**src/rtl/fb_pkg.sv**
```systemverilog
// Shared constants and encodings for the framebuffer write arbiter slice.
// Frame geometry is expressed as blocks of pixels as delivered by the SD loader.
package fb_pkg;

    localparam int ADDR_W           = 17;
    localparam int DATA_W           = 16;
    localparam int BLOCKS_PER_IMAGE = 300;
    localparam int PIXELS_PER_BLOCK = 256;
    localparam int FB_PIXELS        = BLOCKS_PER_IMAGE * PIXELS_PER_BLOCK;

    typedef enum logic {
        ARB   = 1'b0,
        CLEAR = 1'b1
    } fb_state_t;

    typedef enum logic {
        SD   = 1'b0,
        DRAW = 1'b1
    } fb_grant_t;

endpackage

```
**src/rtl/fb_rr_arb2.sv**
```systemverilog
// Two-way round-robin grant between the SD loader and the draw port.
// The grant history only advances on an actual transfer.
module fb_rr_arb2
    import fb_pkg::*;
(
    input  logic clk,
    input  logic reset,
    input  logic enable,
    input  logic sd_valid,
    input  logic draw_valid,
    output logic sd_ready,
    output logic draw_ready
);

    fb_grant_t last_grant;

    // Starting from DRAW makes SD the winner of the first tie.
    always_ff @(posedge clk or posedge reset) begin
        if (reset) begin
            last_grant <= DRAW;
        end else if (sd_ready) begin
            last_grant <= SD;
        end else if (draw_ready) begin
            last_grant <= DRAW;
        end
    end

    assign sd_ready   = enable & sd_valid & (~draw_valid | (last_grant == DRAW));
    assign draw_ready = enable & draw_valid & (~sd_valid | (last_grant == SD));

endmodule

```
**src/rtl/fb_write_arbiter.sv**
```systemverilog
// Sole owner of the framebuffer write port: arbitrates SD and draw writes and
// runs the full-frame clear engine, registering one write per cycle.
module fb_write_arbiter
    import fb_pkg::*;
#(
    parameter int              ADDR_W      = fb_pkg::ADDR_W,
    parameter int              DATA_W      = fb_pkg::DATA_W,
    parameter int              FB_PIXELS   = fb_pkg::FB_PIXELS,
    parameter logic [15:0]     CLEAR_COLOR = 16'h0000
) (
    input  logic              clk,
    input  logic              reset,
    input  logic              sd_valid,
    output logic              sd_ready,
    input  logic [ADDR_W-1:0] sd_addr,
    input  logic [DATA_W-1:0] sd_data,
    input  logic              draw_valid,
    output logic              draw_ready,
    input  logic [ADDR_W-1:0] draw_addr,
    input  logic [DATA_W-1:0] draw_data,
    input  logic              clear_req,
    output logic              clear_busy,
    output logic              clear_done,
    output logic              fb_we,
    output logic [ADDR_W-1:0] fb_addr,
    output logic [DATA_W-1:0] fb_data,
    output logic [7:0]        drop_count
);

    localparam int                CNT_W    = (FB_PIXELS > 1) ? $clog2(FB_PIXELS) : 1;
    localparam logic [CNT_W-1:0]  CNT_LAST = CNT_W'(FB_PIXELS - 1);
    localparam logic [ADDR_W:0]   FB_LIMIT = (ADDR_W + 1)'(FB_PIXELS);

    fb_state_t         state;
    fb_state_t         state_next;
    logic [CNT_W-1:0]  clr_cnt;
    logic              arb_en;
    logic              clr_last;
    logic              wr_xfer;
    logic              wr_in_range;
    logic [ADDR_W-1:0] wr_addr;
    logic [DATA_W-1:0] wr_data;

    fb_rr_arb2 u_rr_arb2 (
        .clk        (clk),
        .reset      (reset),
        .enable     (arb_en),
        .sd_valid   (sd_valid),
        .draw_valid (draw_valid),
        .sd_ready   (sd_ready),
        .draw_ready (draw_ready)
    );

    always_ff @(posedge clk or posedge reset) begin
        if (reset) begin
            state <= ARB;
        end else begin
            state <= state_next;
        end
    end

    always_comb begin
        state_next = state;
        case (state)
            ARB:     if (clear_req) state_next = CLEAR;
            CLEAR:   if (clr_last)  state_next = ARB;
            default: state_next = ARB;
        endcase
    end

    // clear_req blocks both requesters in the very cycle it is seen, so no
    // requester write can land between the request and the first clear write.
    always_comb begin
        clear_busy = (state == CLEAR);
        arb_en     = (state == ARB) & ~clear_req;
        clr_last   = (state == CLEAR) & (clr_cnt == CNT_LAST);
    end

    always_comb begin
        wr_xfer     = sd_ready | draw_ready;
        wr_addr     = sd_ready ? sd_addr : draw_addr;
        wr_data     = sd_ready ? sd_data : draw_data;
        wr_in_range = ({1'b0, wr_addr} < FB_LIMIT);
    end

    always_ff @(posedge clk or posedge reset) begin
        if (reset) begin
            clr_cnt    <= '0;
            clear_done <= 1'b0;
            fb_we      <= 1'b0;
            fb_addr    <= '0;
            fb_data    <= '0;
            drop_count <= '0;
        end else begin
            clear_done <= clr_last;
            if (state == CLEAR) begin
                fb_we   <= 1'b1;
                fb_addr <= ADDR_W'(clr_cnt);
                fb_data <= DATA_W'(CLEAR_COLOR);
                clr_cnt <= clr_last ? '0 : clr_cnt + 1'b1;
            end else begin
                clr_cnt <= '0;
                fb_we   <= wr_xfer & wr_in_range;
                if (wr_xfer & wr_in_range) begin
                    fb_addr <= wr_addr;
                    fb_data <= wr_data;
                end
                // Out-of-range writes are accepted so the requester never stalls.
                if (wr_xfer & ~wr_in_range & (drop_count != 8'hFF)) begin
                    drop_count <= drop_count + 8'd1;
                end
            end
        end
    end

endmodule

```
**config.mk**
```make
export PLATFORM = sky130hd
export DESIGN_NAME = fb_write_arbiter
export DESIGN_NICKNAME = d
export VERILOG_FILES = /design/src/rtl/fb_pkg.sv /design/src/rtl/fb_rr_arb2.sv /design/src/rtl/fb_write_arbiter.sv
export SDC_FILE = /design/constraint.sdc
export NUM_CORES = 1
export LEC_CHECK = 0
export BUFFER_PORTS_ARGS = -buffer_cell sky130_fd_sc_hd__buf_2
export CAP_MARGIN = 20
export CORE_MARGIN = 3
export CORE_UTILIZATION = 54
export CTS_BUF_LIST = sky130_fd_sc_hd__clkbuf_8 sky130_fd_sc_hd__clkbuf_16
export DETAILED_ROUTE_END_ITERATION = 16
export PLACE_DENSITY = 0.93
export SYNTH_ARGS = -nofsm -noshare
export SYNTH_HDL_FRONTEND = slang
export SYNTH_SLANG_ARGS = --single-unit
```
**constraint.sdc**
```tcl
create_clock -name clk -period 4.3 [get_ports clk]
set_clock_uncertainty 0.1 [all_clocks]
set_input_delay 1.075 -clock clk [delete_from_list [all_inputs] [get_ports clk]]
set_output_delay 1.075 -clock clk [all_outputs]
set_load 0.05 [all_outputs]
```
==> metrics.csv, run 1 <==
stage,metric,value,unit
cells_and_area,Layout area overhead,24.3,%
timing,fmax,308,MHz
pwr,Comb pwr share,23.6,%
global_routing,initial antenna violation count,0,
timing,slew at the pin closest to its max-slew limit,1.04,ns
timing,max_slew headroom,28.8,%
cells_and_area,fin cells,520,
floorplanning,die footprint,0.00711,mm²
global_routing,gr usage total,26.8,%
cts,Worst-Skew Late Latency,0.34,ns
pwr,P_sw,0.525,mW
synthesis,Compound-Gate Fraction of Synth Area,18.4,%
setup_path,CP required,3.12,ns
pwr,Seq pwr share,45.7,%
detailed_routing,vias after detailed routing,3222,
timing,setup TNS,0,ns
placed_design,area post-placement,0.00391,mm²
synthesis,sequential area share after synthesis,46.9,%
cells_and_area,Reg area,0.00155,mm²
placed_design,GP Congestion,0.884,
cts,CTS tree,done,
cts,CTS root buffer,clkbuf_8,
setup_path,most frequent CP cell,buf_2,
setup_path,crit start category,primary input,
cts,cts hold-fix bufs,0,
run_status,status,"complete, no violations",
timing,Setup Viol. Count Final,0,
floorplanning,Die W,84.3,µm
setup_path,cells on worst reg2reg path,6,
synthesis,Synth Area in XOR/XNOR,5.82,%
timing,final hold vios,0,
setup_path,crit-path max cell delay,0.30,ns
detailed_routing,initial drt markers,305,
synthesis,"top cells by count, synth","dfrtp_1, nand2_1, nor2_1",
setup_path,CP Launch Point,clear_req,
cts,CTS clock-pin slew for the worst setup and hold paths,0.07,ns
pwr,Sw Share,33.8,%
cells_and_area,area of the multi-input gates,0.00162,mm²
floorplanning,core box area,0.00571,mm²
setup_path,WP data arrival,2.07,ns
cells_and_area,Nets,516,
synthesis,Synth Area in Adders,0.756,%
cells_and_area,design area,0.00412,mm²
detailed_routing,Vias/cell,6.20,
detailed_routing,DR WL/cell,18.1,µm
placed_design,PortBufs,116,
synthesis,Yosys top cell area share,46.1,%
synthesis,Synth Instances,332,
detailed_routing,DRC,0,
detailed_routing,Total Wirelength,9.41,mm
synthesis,Post-synth ARST share,100,%
synthesis,Synth Cell Area,0.00331,mm²
global_routing,GRT overflow,0,
global_routing,first-pass GRT wire length,15.2,mm
synthesis,Post-synth EDFFs,0,
setup_path,critical path type,in -> out,
floorplanning,Top Ports,117,
cts,post_cts resized,0,
detailed_routing,Pre-antenna DRT Iters,8,
cells_and_area,share of cells above drive strength 1,33.3,%
placed_design,Post-DP HPWL,6.47,mm
global_routing,vias in the first global route,3158,
pwr,total power,1.55,mW
synthesis,top-count cell post-synth,dfrtp_1,
synthesis,Yosys Warn Count,0,
synthesis,flop and latch count out of synthesis,62,
cells_and_area,diode count,0,
timing,"Slew Viols, Final",0,
cts,Max Root-Sink Buffers,2,
hold_path,Hold Path Origin,clr_cnt[0]$_DFF_PP0_,
pwr,Clk network pwr share,30.7,%
pwr,Leak Pwr,2.11,nW
setup_path,CP cell instances,buf_2 > nor2_4 > nand3_4 > inv_2 > buf_4 > buf_2,
timing,post-layout min period,3.24,ns
cts,clock sink total,62,
pwr,Power Internal,1.03,mW
pwr,Pwr per Cell Area,377,mW/mm²
synthesis,Area contributors post-synth,"dfrtp_1, mux2i_1, nand2_1",
run,Max Cap Viol,0,
hold_path,Hold Path Depth,1,
synthesis,Post-Synth Simple-Gate Area,17.7,%
synthesis,post-synth cell types,36,
synthesis,largest family of logic cells by synthesized area,compound AO/OA/AOI/OAI gates,
placed_design,Post-Place Cells,502,
setup_path,"Slowest-stage cell, CP",buf_2,
timing,WHS,0.393,ns
cts,post-CTS setup buffer count,0,
synthesis,ys flop type,dfrtp_1,
cts,TritonCTS Buffers,9,
setup_path,r2r endpoint,fb_addr[3]$_DFFE_PP0P_,
cts,H-tree depth,3,
synthesis,Synth area leader,dfrtp_1,
setup_path,RR Startpoint,u_rr_arb2.last_grant$_DFFE_PP1P_,
setup_path,Worst R2R Setup Slack,1.62,ns
hold_path,Worst Hold Path EP,clr_cnt[0]$_DFF_PP0_,
global_routing,largest net degree at the start of global routing,51,
setup_path,CP max FO,19,
setup_path,CP Capture Type,primary output,
timing,Final period util,75.4,%
synthesis,syn_area_per_cell,9.98,µm²
timing,RSZ-0062 raised after global routing,false,
synthesis,mux cell area share after synthesis,6.27,%
pwr,Max VDD drop,0.308,mV
hold_path,Hold Path Class,reg -> reg,
cells_and_area,Fillers,394,
detailed_routing,antenna-violating nets left,0,
floorplanning,Die Y,84.3,µm
synthesis,Syn Nets,405,
floorplanning,initial core utilization,58.0,%
floorplanning,row cnt,27,
==> kinds of logic (layout without fill, tap and decap cells) <==
family,Yosys count,count (layout)
AO/OA/AOI/OAI,78,78
XOR/XNOR,22,22
adder cells (fa/ha/maj),2,2
buffers and inverters,30,146
flip-flops,62,62
multiplexers,20,20
AND/OR/NAND/NOR,118,118
==> worst max-delay path: cells and delay by family <==
family	cells	cell delay, ns
buffers and inverters	4	0.71
AND/OR/NAND/NOR	2	0.27
==> worst max path at each step <==
| stage | to | slack (ns) | cells past startpoint |
|---|---|---|---|
| 2_1_floorplan | draw_ready | 1.06 | 3 |
| 3_3_place_gp | fb_addr[0]$_DFFE_PP0P_ | 1.09 | 8 |
| 3_5_place_dp | fb_addr[0]$_DFFE_PP0P_ | 0.97 | 8 |
| 4_1_cts | sd_ready | 1.07 | 6 |
| 5_1_grt | sd_ready | 1.0 | 6 |
| 6_report | sd_ready | 1.06 | 6 |
==> state kept, by name, summed over array words and instances (netlist names) <==
register and cells:
fb_data 16, clr_cnt 17, fb_we 1, u_rr_arb2.last_grant 1
fb_addr 17, clear_busy 1, clear_done 1, drop_count 8
==> layout by cell type, fill, tap and decap left out, types with 4 or more instances in the layout <==
| cell | count |
|---|---|
| a2111oi_0 | 16 |
| a21oi_1 | 19 |
| a311o_1 | 16 |
| a311oi_1 | 16 |
| and2_1 | 15 |
| and3_1 | 11 |
| buf_2 | 116 |
| buf_4 | 8 |
| clkbuf_8 | 12 |
| dfrtp_1 | 61 |
| inv_1 | 5 |
| mux2i_1 | 17 |
| nand2_1 | 45 |
| nand3_1 | 10 |
| nand4_1 | 5 |
| nor2_1 | 22 |
| o21ai_0 | 4 |
| xnor2_1 | 12 |
| xor2_1 | 10 |
==> cell type report <==
class,instances,share of cell area [%]
Clock buffer,12,4.01
Timing Repair Buffer,124,15.6
Sequential cell,62,37.7
Clock inverter,4,0.517
Multi-Input combinational cell,240,39.4
Tap cell,72,2.19
Inverter,6,0.547
==> metal layers <==
layer	GRT usage (%)	wire length, µm	vias up
li1	-	-	1454
met1	33.7	3650	1544
met2	44.3	4600	178
met3	5.69	745	46
met4	12.3	418	0
met5	0	0	-
==> power groups by stage <==
| stage | logic [mW] | registers, mW | clock network, mW |
|---|---|---|---|
| after detailed placement | 0.359 | 0.716 | 0 |
| after global placement | 0.351 | 0.715 | 0 |
| after floorplan | 0.138 | 0.825 | 0 |
| after CTS | 0.366 | 0.708 | 0.478 |
| after global routing | 0.392 | 0.721 | 0.503 |
| final | 0.366 | 0.709 | 0.476 |
==> stage by stage <==
step	utilization, %	setup slack, ns
floorplan	-	1.06
CTS	71.8	1.07
global route	72.1	0.997
finish	72.1	1.06
global placement	68.6	1.09
detailed placement	68.6	0.965
No activity file was read; power rests on OpenSTA's default activity.
==> run 2, diff against run 1 <==
Settings changed: ABC_AREA set to 1, CORE_UTILIZATION 54 to 46, PLACE_DENSITY 0.93 to 0.84.
Clock period 4.3 ns to 2.7 ns, I/O delays scaled along.
==> run 2 against run 1 <==
Clock-buffer cell count is 2 lower. Cell count is 33% higher. Worst hold slack worse by 0.066 ns. Flip-flop and latch count stayed put. Design area is 5.0% higher. Setup slack worse by 0.83 ns. Synthesized cell count is 43% higher. Critical path depth is 1 lower. Largest power group unchanged.
==> metrics.csv, run 2 <==
stage,metric,value,unit
setup_path,cells on worst reg2reg path,11,
timing,post-layout min period,2.47,ns
detailed_routing,Pre-antenna DRT Iters,5,
setup_path,crit-path max cell delay,0.54,ns
global_routing,initial antenna violation count,0,
cts,CTS tree,done,
detailed_routing,DRC,0,
synthesis,Post-synth EDFFs,0,
pwr,P_sw,0.910,mW
timing,final hold vios,0,
floorplanning,row cnt,30,
floorplanning,initial core utilization,48.8,%
timing,fmax,405,MHz
placed_design,area post-placement,0.00409,mm²
setup_path,CP Capture Type,primary output,
setup_path,RR Startpoint,u_rr_arb2.last_grant$_DFFE_PP1P_,
setup_path,"Slowest-stage cell, CP",dfstp_2,
synthesis,syn_area_per_cell,7.16,µm²
synthesis,Area contributors post-synth,"dfrtp_1, nand2_1, nand3_1",
synthesis,ys flop type,dfrtp_1,
synthesis,"top cells by count, synth","nand2_1, dfrtp_1, nand3_1",
synthesis,post-synth cell types,35,
setup_path,Worst R2R Setup Slack,0.52,ns
timing,slew at the pin closest to its max-slew limit,0.661,ns
pwr,Sw Share,32.7,%
synthesis,Post-synth ARST share,100,%
global_routing,largest net degree at the start of global routing,55,
pwr,Max VDD drop,0.381,mV
hold_path,Hold Path Class,in -> async,
synthesis,Synth Instances,476,
pwr,Comb pwr share,23.9,%
detailed_routing,initial drt markers,254,
cells_and_area,Layout area overhead,26.8,%
cells_and_area,design area,0.00432,mm²
cts,post_cts resized,0,
floorplanning,core box area,0.00698,mm²
run_status,status,"complete, no violations",
cts,CTS root buffer,clkbuf_8,
detailed_routing,Top Metal Used,met4,
synthesis,Synth Cell Area,0.00341,mm²
cells_and_area,Largest regs,"clr_cnt: 17 flops, fb_addr: 17 flops, fb_data: 16 flops",
run,Max Cap Viol,0,
cts,clock sink total,62,
synthesis,Yosys top cell area share,44.8,%
synthesis,Yosys Warn Count,0,
setup_path,Worst Path Buf+Inv,3,
setup_path,CP cell instances,inv_1 > nand2_1 > nand3_2 > clkinv_1 > buf_2,
floorplanning,Top Ports,117,
cells_and_area,"commonest cells after routing, fill and taps aside","nand2_1, buf_2, dfrtp_1, nand3_1, nor2_1",
synthesis,flop and latch count out of synthesis,62,
timing,max_slew headroom,55.9,%
detailed_routing,vias after detailed routing,3527,
detailed_routing,Total Wirelength,8.97,mm
setup_path,CP max FO,13,
detailed_routing,Vias/cell,5.10,
cells_and_area,share of cells above drive strength 1,25.5,%
timing,"Slew Viols, Final",0,
setup_path,CP required,1.92,ns
cells_and_area,"commonest non-fill, non-tap cell in the layout",nand2_1,
detailed_routing,WL met1,3.91,mm
global_routing,GRT overflow,0,
synthesis,Syn Nets,549,
global_routing,gr usage total,22.2,%
detailed_routing,antenna-violating nets left,0,
synthesis,top-count cell post-synth,nand2_1,
placed_design,Post-DP HPWL,6.67,mm
pwr,total power,2.79,mW
setup_path,r2r endpoint,drop_count[5]$_DFFE_PP0P_,
floorplanning,die footprint,0.00848,mm²
cts,cts hold-fix bufs,0,
detailed_routing,met3 WL,667,µm
timing,Setup Viol. Count Final,0,
cts,post-CTS setup buffer count,0,
setup_path,critical path type,reg -> out,
cts,Max Root-Sink Buffers,2,
cts,TritonCTS Buffers,9,
floorplanning,Die W,92.1,µm
detailed_routing,DR WL/cell,13.0,µm
pwr,Pwr per Cell Area,645,mW/mm²
synthesis,sequential area share after synthesis,45.5,%
cells_and_area,diode count,0,
synthesis,Synth area leader,dfrtp_1,
detailed_routing,met2 wire length,4.17,mm
pwr,Seq pwr share,41.1,%
placed_design,GP Congestion,0.911,
floorplanning,Die Y,92.1,µm
timing,Final period util,91.5,%
pwr,Power Internal,1.88,mW
setup_path,crit start category,flip-flop,
cts,CTS clock-pin slew for the worst setup and hold paths,0.07,ns
timing,setup TNS,0,ns
global_routing,vias in the first global route,3408,
placed_design,PortBufs,116,
pwr,Clk network pwr share,34.9,%
cts,H-tree depth,3,
global_routing,first-pass GRT wire length,15.2,mm
setup_path,cell family with most CP delay,buffers and inverters,
pwr,Leak Pwr,2.44,nW
cts,Worst-Skew Late Latency,0.34,ns
timing,RSZ-0062 raised after global routing,false,
setup_path,WP data arrival,1.69,ns
cells_and_area,Nets,665,
run 2: changes by cell type in the layout (fill, tap and decap cells not counted), sizes merged, moves of 7 or more:
cell     change
a2111oi     -16
a311o       -16
a311oi      -16
and2        -15
and3        -10
inv         +28
mux2i       -17
nand2      +156
nand3       +39
nor2        +11
nor3         +8
o21ai       +15
xnor2        -7
xor2         -7
run 2: cell families after synthesis:
kind of cell,share of synthesized area (%)
AND/OR/NAND/NOR,37.5
flip-flops,45.5
buffers and inverters,6.68
AO/OA/AOI/OAI,7.52
XOR/XNOR,2.06
adder cells (fa/ha/maj),0.734
run 2: area by class of cell:
cell class	count	area, µm²
clock buffer	10	138
clock inverter	5	98.8
inverter	35	131
sequential	62	1550
timing repair buffer	124	653
multi-input combinational	360	1630
tap	96	120
fill	643	2660
run 2: stage by stage:
step           setup slack (ns)  utilization, %  std cells  hold WS [ns]
2_1_floorplan            0.0420               -        476         0.354
3_5_place_dp              0.202            58.5        677         0.378
3_3_place_gp              0.259            58.5        677         0.378
4_1_cts                   0.205            61.9        692         0.341
6_report                  0.230            61.9        692         0.327
5_1_grt                   0.102            61.9        692         0.375
run 2: worst max path at each step:
stage	from	cells after the start	endpoint
6_report	u_rr_arb2.last_grant$_DFFE_PP1P_	5	sd_ready
3_3_place_gp	clear_req	5	sd_ready
2_1_floorplan	clear_busy$_DFF_PP0_	5	sd_ready
4_1_cts	u_rr_arb2.last_grant$_DFFE_PP1P_	5	sd_ready
5_1_grt	u_rr_arb2.last_grant$_DFFE_PP1P_	5	sd_ready
3_5_place_dp	clear_req	11	drop_count[5]$_DFFE_PP0P_
run 2: routing by layer:
metal,up-vias,track usage (%)
met2,138,36.3
met4,0,10.8
met3,16,3.61
li1,1750,-
met1,1623,28.6
met5,-,0
run 2: power by group through the flow:
stage	sequential (mW)	combinational (mW)	clock (mW)
floorplan	1.36	0.259	0
global placement	1.15	0.650	0
finish	1.15	0.667	0.974
detailed placement	1.16	0.671	0
CTS	1.14	0.673	0.988
global route	1.16	0.738	1.02
